**src/rtl/lcd_cmd_feeder.sv**
```systemverilog
// lcd_cmd_feeder: FIFO-buffered command issuer for the LCD controller; stops after WRITE and reports completion.
// Optional LCD_CMD_FEEDER_CNT_EN adds issued_cnt and last_err_code.
module lcd_cmd_feeder #(
    parameter int DEPTH = 16,
    parameter int AW    = 4
) (
    input  logic          clk,
    input  logic          reset,
    input  logic          push,
    input  logic [3:0]    cmd_in,
    output logic          full,
    output logic          empty,
    output logic [AW:0]   level,
    output logic [3:0]    cmd,
    output logic          cmd_valid,
    input  logic          busy,
    input  logic          done,
    output logic          drop_err,
`ifdef LCD_CMD_FEEDER_CNT_EN
    output logic [7:0]    issued_cnt,
    output logic [3:0]    last_err_code,
`endif
    output logic          seq_done
);
    typedef enum logic [2:0] {IDLE, ISSUE, PULSE, GAP, WAIT_DONE, FIN} state_t;
    state_t state, next;
    logic [3:0]    mem [DEPTH];
    logic [AW-1:0] wr_ptr, rd_ptr;
    logic          valid_code, push_ok, pop;
    assign valid_code = cmd_in <= 4'd11;
    // full is sampled before this cycle's pop, so a push into a full FIFO is rejected even when popping
    assign push_ok    = push && !full && valid_code;
    assign pop        = (state == ISSUE) && !busy && !empty;
    assign full       = level == (AW+1)'(DEPTH);
    assign empty      = level == '0;
    assign cmd_valid  = state == PULSE;
    assign seq_done   = state == FIN;
    always_ff @(posedge clk)
        if (push_ok) mem[wr_ptr] <= cmd_in;
    always_ff @(posedge clk or posedge reset) begin
        if (reset) begin
            state    <= IDLE;
            wr_ptr   <= '0;
            rd_ptr   <= '0;
            level    <= '0;
            cmd      <= '0;
            drop_err <= 1'b0;
        end else begin
            state <= next;
            if (push_ok) wr_ptr <= wr_ptr + AW'(1);
            if (pop) begin
                rd_ptr <= rd_ptr + AW'(1);
                cmd    <= mem[rd_ptr];
            end
            if (push_ok && !pop) level <= level + (AW+1)'(1);
            else if (pop && !push_ok) level <= level - (AW+1)'(1);
            if (push && (full || !valid_code)) drop_err <= 1'b1;
        end
    end
    always_comb begin
        next = state;
        case (state)
            IDLE:      next = empty ? IDLE : ISSUE;
            ISSUE:     next = pop ? PULSE : ISSUE;
            PULSE:     next = (cmd == 4'd0) ? WAIT_DONE : GAP;
            GAP:       next = empty ? IDLE : ISSUE;
            WAIT_DONE: next = done ? FIN : WAIT_DONE;
            FIN:       next = FIN;
            default:   next = IDLE;
        endcase
    end
`ifdef LCD_CMD_FEEDER_CNT_EN
    always_ff @(posedge clk or posedge reset) begin
        if (reset) begin
            issued_cnt    <= '0;
            last_err_code <= '0;
        end else begin
            if (cmd_valid && issued_cnt != 8'hff) issued_cnt <= issued_cnt + 8'd1;
            if (push && !valid_code) last_err_code <= cmd_in;
        end
    end
`endif
endmodule

```
**config.mk**
```make
export PLATFORM = sky130hd
export DESIGN_NAME = lcd_cmd_feeder
export DESIGN_NICKNAME = d
export VERILOG_FILES = /design/src/rtl/lcd_cmd_feeder.sv
export SDC_FILE = /design/constraint.sdc
export NUM_CORES = 1
export LEC_CHECK = 0
export ABC_AREA = 1
export CORE_MARGIN = 2
export CORE_UTILIZATION = 56
export CTS_BUF_LIST = sky130_fd_sc_hd__clkbuf_8
export CTS_CLUSTER_SIZE = 40
export DETAILED_ROUTE_END_ITERATION = 6
export GPL_ROUTABILITY_DRIVEN = 0
export PLACE_DENSITY = 0.75
export REMOVE_ABC_BUFFERS = 1
export SKIP_CTS_REPAIR_TIMING = 1
export SLEW_MARGIN = 20
export SYNTH_ARGS = -nofsm -noshare
export SYNTH_HDL_FRONTEND = slang
export SYNTH_SLANG_ARGS = --single-unit
```
**constraint.sdc**
```tcl
create_clock -name clk -period 2.3 [get_ports clk]
set_clock_uncertainty 0.1 [all_clocks]
set_input_delay 0.46 -clock clk [delete_from_list [all_inputs] [get_ports clk]]
set_output_delay 0.46 -clock clk [all_outputs]
set_load 0.02 [all_outputs]
```
Yosys cells after proc, flatten, opt, wreduce, memory -nomap -nowiden
Memories as Yosys holds them, arrays and structs flattened. A register that Yosys moved wholly into a read port is not among the register bits.
Index checks and enable logic that the tools add are counted.
W data, S select, Z words.
- register bits after elaboration: 17
- memory bits (writable): 64
- output and inout port bits: 14
- logic and storage cells: 45
- memories: 1
- add/sub/neg operators: 4
- magnitude comparators: 1
- equal/unequal tests: 6
- multiplexer cells: 9
- reductions and logical operators: 19
- memory list (memory ; words ; bits a word ; rd ports ; clocked after Yosys merged registers in ; wr ports ; line ; source):
    mem ; 16 ; 4 ; 1 ; 1 ; 1 ; 27 ; logic [3:0] mem [DEPTH];
- operators with widths (kind ; count):
    $pmux W3 S5 ; 1
    $mux W5 ; 2
    $add A4 B1 Y4 const B ; 2
    $logic_and A1 B1 Y1 ; 7
    $eq A3 B2 Y1 const B ; 2
    $eq A3 B3 Y1 const B ; 2
    $logic_not A1 Y1 ; 6
    $add A5 B1 Y5 const B ; 1
    $eq A5 B5 Y1 const B ; 1
    $logic_not A5 Y1 ; 1
    $sub A5 B1 Y5 const B ; 1
    $le A4 B4 Y1 const B ; 1
    $logic_not A4 Y1 ; 1
    $mux W1 ; 4
    $eq A3 B1 Y1 const B ; 1
    $logic_not A3 Y1 ; 1
    $mux W3 ; 1
    $mux W2 ; 1
    $reduce_bool A2 Y1 ; 1
    $reduce_or A2 Y1 ; 1
    $logic_or A1 B1 Y1 ; 1

Depth between registers and ports, before layout
- depth after elaboration: 8
- gate-level depth with buffers: 13
- depth with buffers taken out: 13

Worst setup path before layout
No wires, ideal clock.
- path type: register to register
- start point: register level[0]
- end point: register level[4]
- arrival: 2.124 ns
- setup slack: -0.007 ns
- cell stages (with the launch flop): 14
- path buffers: 0
- path through: dfrtp_1 inv_1 nand4_2 nand3_2 inv_2 ha_1 inv_1 fa_1 nand2_1 nand2_1 a21oi_1 xor2_1 nand2_1 o21ai_0
- word-level cells in the longest chain between the ends: 7
- ends and longest elaborated chain (what ; line ; source):
    start: declaration ; 13 ; output logic [AW:0] level,
    start signal: assignment ; 55 ; if (push_ok && !pop) level <= level + (AW+1)'(1);
    start signal: assignment ; 56 ; else if (pop && !push_ok) level <= level - (AW+1)'(1);
    $eq A5 B5 Y1 (*) ; 34 ; assign full = level == (AW+1)'(DEPTH);
    $logic_not A1 Y1 (*) ; 32 ; assign push_ok = push && !full && valid_code;
    $logic_and A1 B1 Y1 (*) (2 in a row) ; 32 ;
    net push_ok ; 29 ; logic valid_code, push_ok, pop;
    $logic_not A1 Y1 ; 56 ;
    $logic_and A1 B1 Y1 ; 56 ;
    $reduce_bool A2 Y1 (no source line) ; - ;
Mark *: on every way through the listed nets, which the timed path passes. The rest lies on a longest branch. The select of a mux whose other input is x is not followed.
A chain may end at the register's enable or synchronous reset.

Worst setup path in the final report
- start point: register level[3]
- end point: register level[4]
- word-level cells in the longest chain between the ends: 7
- ends and longest elaborated chain (what):
    parallel branches: the longest is 7 deep, another holds $sub A5 B1 Y5
Several ways; the timed one is not identified. The select of a mux whose other input is x is not followed.

==> reports/metrics.cfg <==
[status]
run_status = completed

[global_route]
largest_net_degree_at_the_start_of_global_routing = 35
globalRouteOverflowTotal = 0
global_route.usage.total = 0.226
first_pass_grt_wire_length_um = 13000
first_global_vias = 2701
grt_use_met2 = 0.389
highest_utilization_routing_layer_at_the_global_route_stage = met2
gr-usage-met1 = 0.284
grtUsageMet3 = 0.0448
number_of_antenna_violations_at_the_first_check_in_global_routing = 0

[logic_synthesis]
synthSimpleGateAreaFrac = 0.225
flop_and_latch_count_out_of_synthesis = 85
synth_cell_type_count = 31
yosys.area_share.xor_xnor = 0.0196
seq_area_frac_synth = 0.608
fraction_of_synthesized_area_in_multiplexers = 0
synth_enable_flop_cells = 64
synth_warnings = 0
synth-compound-area-share = 0.0224
synth_top_family_by_area = simple AND/OR/NAND/NOR gates
synth_top_flop_cell = edfxtp_1
cell_area_after_technology_mapping_mm2 = 0.00403
postSynthAreaPerCell_um2 = 9.87
post_synth_inst_count = 408
post_synth_fa_ha_maj_area_fraction = 0.0329
async_flop_share = 0.247

[power]
peakVddDrop_mv = 0.774
power_per_cell_area_mw_per_mm2 = 1220
p_leak_uw = 0.00215

[clocking]
cts_made_buffers = 9
cts.root.buffer_cell = clkbuf_8
clkTransAtPathRegs_ps = 80
htreeDepth = 3
cts.sink_count = 85
clockBufferDepth = 2
clkLatencyLatePin_ps = 360
tritoncts = done

[sta]
final-setup-viol-count = 0
post-route-period-util = 0.964
tightest_slew_ps = 602
final_max_slew_viol_count = 0
hold_slack_ps = 335
relSlewSlack = 0.597
post_layout_minimum_cycle_time_ps = 2220
max_clock_freq_mhz = 451
number_of_endpoints_with_negative_hold_slack_in_the_final_report = 0
rsz0062_at_grt = true

[die]
die_area_mm2 = 0.00789
start_util = 0.586
ios = 23
fp.dieW_um = 88.8
core_mm2 = 0.00687
chipHeight_um = 88.8
site_row_count = 30

[critical_path]
crit_required_ps = 2490
critPathBufInv = 1
critical-path-top-delay-family = simple AND/OR/NAND/NOR gates
cp-start-kind = register
crit_path_max_incr_delay_ps = 450
cp_cell_sequence = nor2_4, nand4_4, nand2_4, ha_1, inv_2, fa_1, nand2_1, nand2_1, a21oi_2, xor2_1, nand2_1, o21ai_0
critPathKind = reg2reg
critPathArrivalTime_ps = 2410
cpMostUsedCell = nand2_1
crit_path_end_kind = register
path_depth = 12
timing.critical_path.slowest_stage_cell = dfrtp_2
critPathMaxFanout = 4
reg2regPathDepth = 12

[place]
hpwl_um = 5380
place.detailed.instances = 530
io_buffers = 22

[route]
avgRoutedWirePerCell_um = 14.7
drt_wl_total_um = 8030
drt-pass1-iter-count = 5
via_per_inst = 5.09
antenna_left = 0
dr.first_iter.drc_count = 223
route.vias.total = 2780
drt_drc_violations_left = 0

[layout]
layout.nets = 464
fraction_of_layout_instances_using_a_drive_strength_above_1 = 0.111
final.fill_count = 556
finalNonFillerCells = 546
antenna-diode-count = 0
flow.area_growth_from_synthesis_pct = 15.2

[min_path]
hold_class = in2async

[job]
cap_violations = 0

## layer usage
| layer | vias to the layer above | wire length (um) |
|---|---|---|
| li1 | 1377 | - |
| met1 | 1318 | 3380 |
| met2 | 75 | 4140 |
| met3 | 10 | 405 |
| met4 | 0 | 99 |
| met5 | - | 0 |
## final timing paths
| kind | startpoint | endpoint | slack [ps] |
|---|---|---|---|
| setup / recovery | level[3] | level[4] | 80 |
| hold reg to reg | drop_err | drop_err | 360 |
| setup reg to reg | level[3] | level[4] | 80 |
| hold / removal | reset | level[4] | 340 |
| max in group asynchronous | reset | level[3] | 1520 |
| min in group clk | drop_err | drop_err | 360 |
## synthesized netlist by cell type, drive strengths merged, types with 2 or more instances
cell type  instances  area [um2]
edfxtp            64        1920
nor3               3        20.0
nand4              2        25.0
xor2               8        70.1
nand2            125         482
buf               11        98.8
o21ai              8        40.0
dfrtp             21         526
ha                 9         113
inv               70         275
nand3             52         270
nor2              26         108
o21bai             2        15.0
## through the flow
step                      cell area [um2]  worst slack (ps)  TNS (ps)   util  power [uW]
after CTS                            4600              -106      -207  0.670        5600
after detailed placement             4380              -313      -699  0.638        4450
after floorplan                      3930             -6.58     -6.58      -        3660
after global placement               4380              -248      -433  0.638        4350
final                                4640              83.2         0  0.675        5640
after global routing                 4640             -76.2     -77.8  0.675        6050
## tightest hold or removal path, stage by stage
cell,delay [ps]
clkdlybuf4s50_1,400
inv_1,50
buf_4,280
## where the power goes
| part | leakage [uW] | internal, uW | total [uW] | switching [uW] |
|---|---|---|---|---|
| Sequential | 0.000827 | 1920 | 2170 | 248 |
| Combinational | 0.00120 | 859 | 2320 | 1460 |
| Clock | 0.000115 | 632 | 1150 | 523 |
| Total | 0.00215 | 3410 | 5640 | 2230 |
## logic make-up after synthesis
group | after synthesis
compound gates | 15
fa+ha+maj | 10
xor+xnor | 9
flops | 85
simple gates | 208
buf+inv | 81
## sequential cells by signal (all words and copies together), names as in the netlist
| register | count |
|---|---|
| mem | 64 |
| level | 5 |
| cmd | 4 |
| rd_ptr | 4 |
| wr_ptr | 4 |
| state | 3 |
| drop_err | 1 |
## cells in the final DEF, fill, tap and decap left out, types with 2 or more instances in the layout
cell / instances
nand2_2: 3
nor3_1: 2
edfxtp_1: 64
inv_1: 65
nand4_4: 2
clkbuf_8: 10
nand3_2: 2
nor2_1: 24
ha_1: 9
clkdlybuf4s50_1: 18
inv_4: 2
buf_4: 15
o21ai_0: 8
nand2_1: 121
inv_2: 4
bufinv_16: 2
o21bai_1: 2
xor2_1: 8
nand3_1: 50
dlymetal6s2s_1: 4
nor2_4: 2
dfrtp_1: 20
## layout make-up
type | count | area, um2 | share of cell area
timing repair buffer | 37 | 343 | 0.0739
clock inverter | 6 | 80.1 | 0.0173
inverter | 70 | 275 | 0.0593
tap | 96 | 120 | 0.0259
sequential | 85 | 2450 | 0.528
clock buffer | 10 | 138 | 0.0297
multi-input combinational | 242 | 1230 | 0.266
Note: power is estimated with default switching activity, not from simulation.
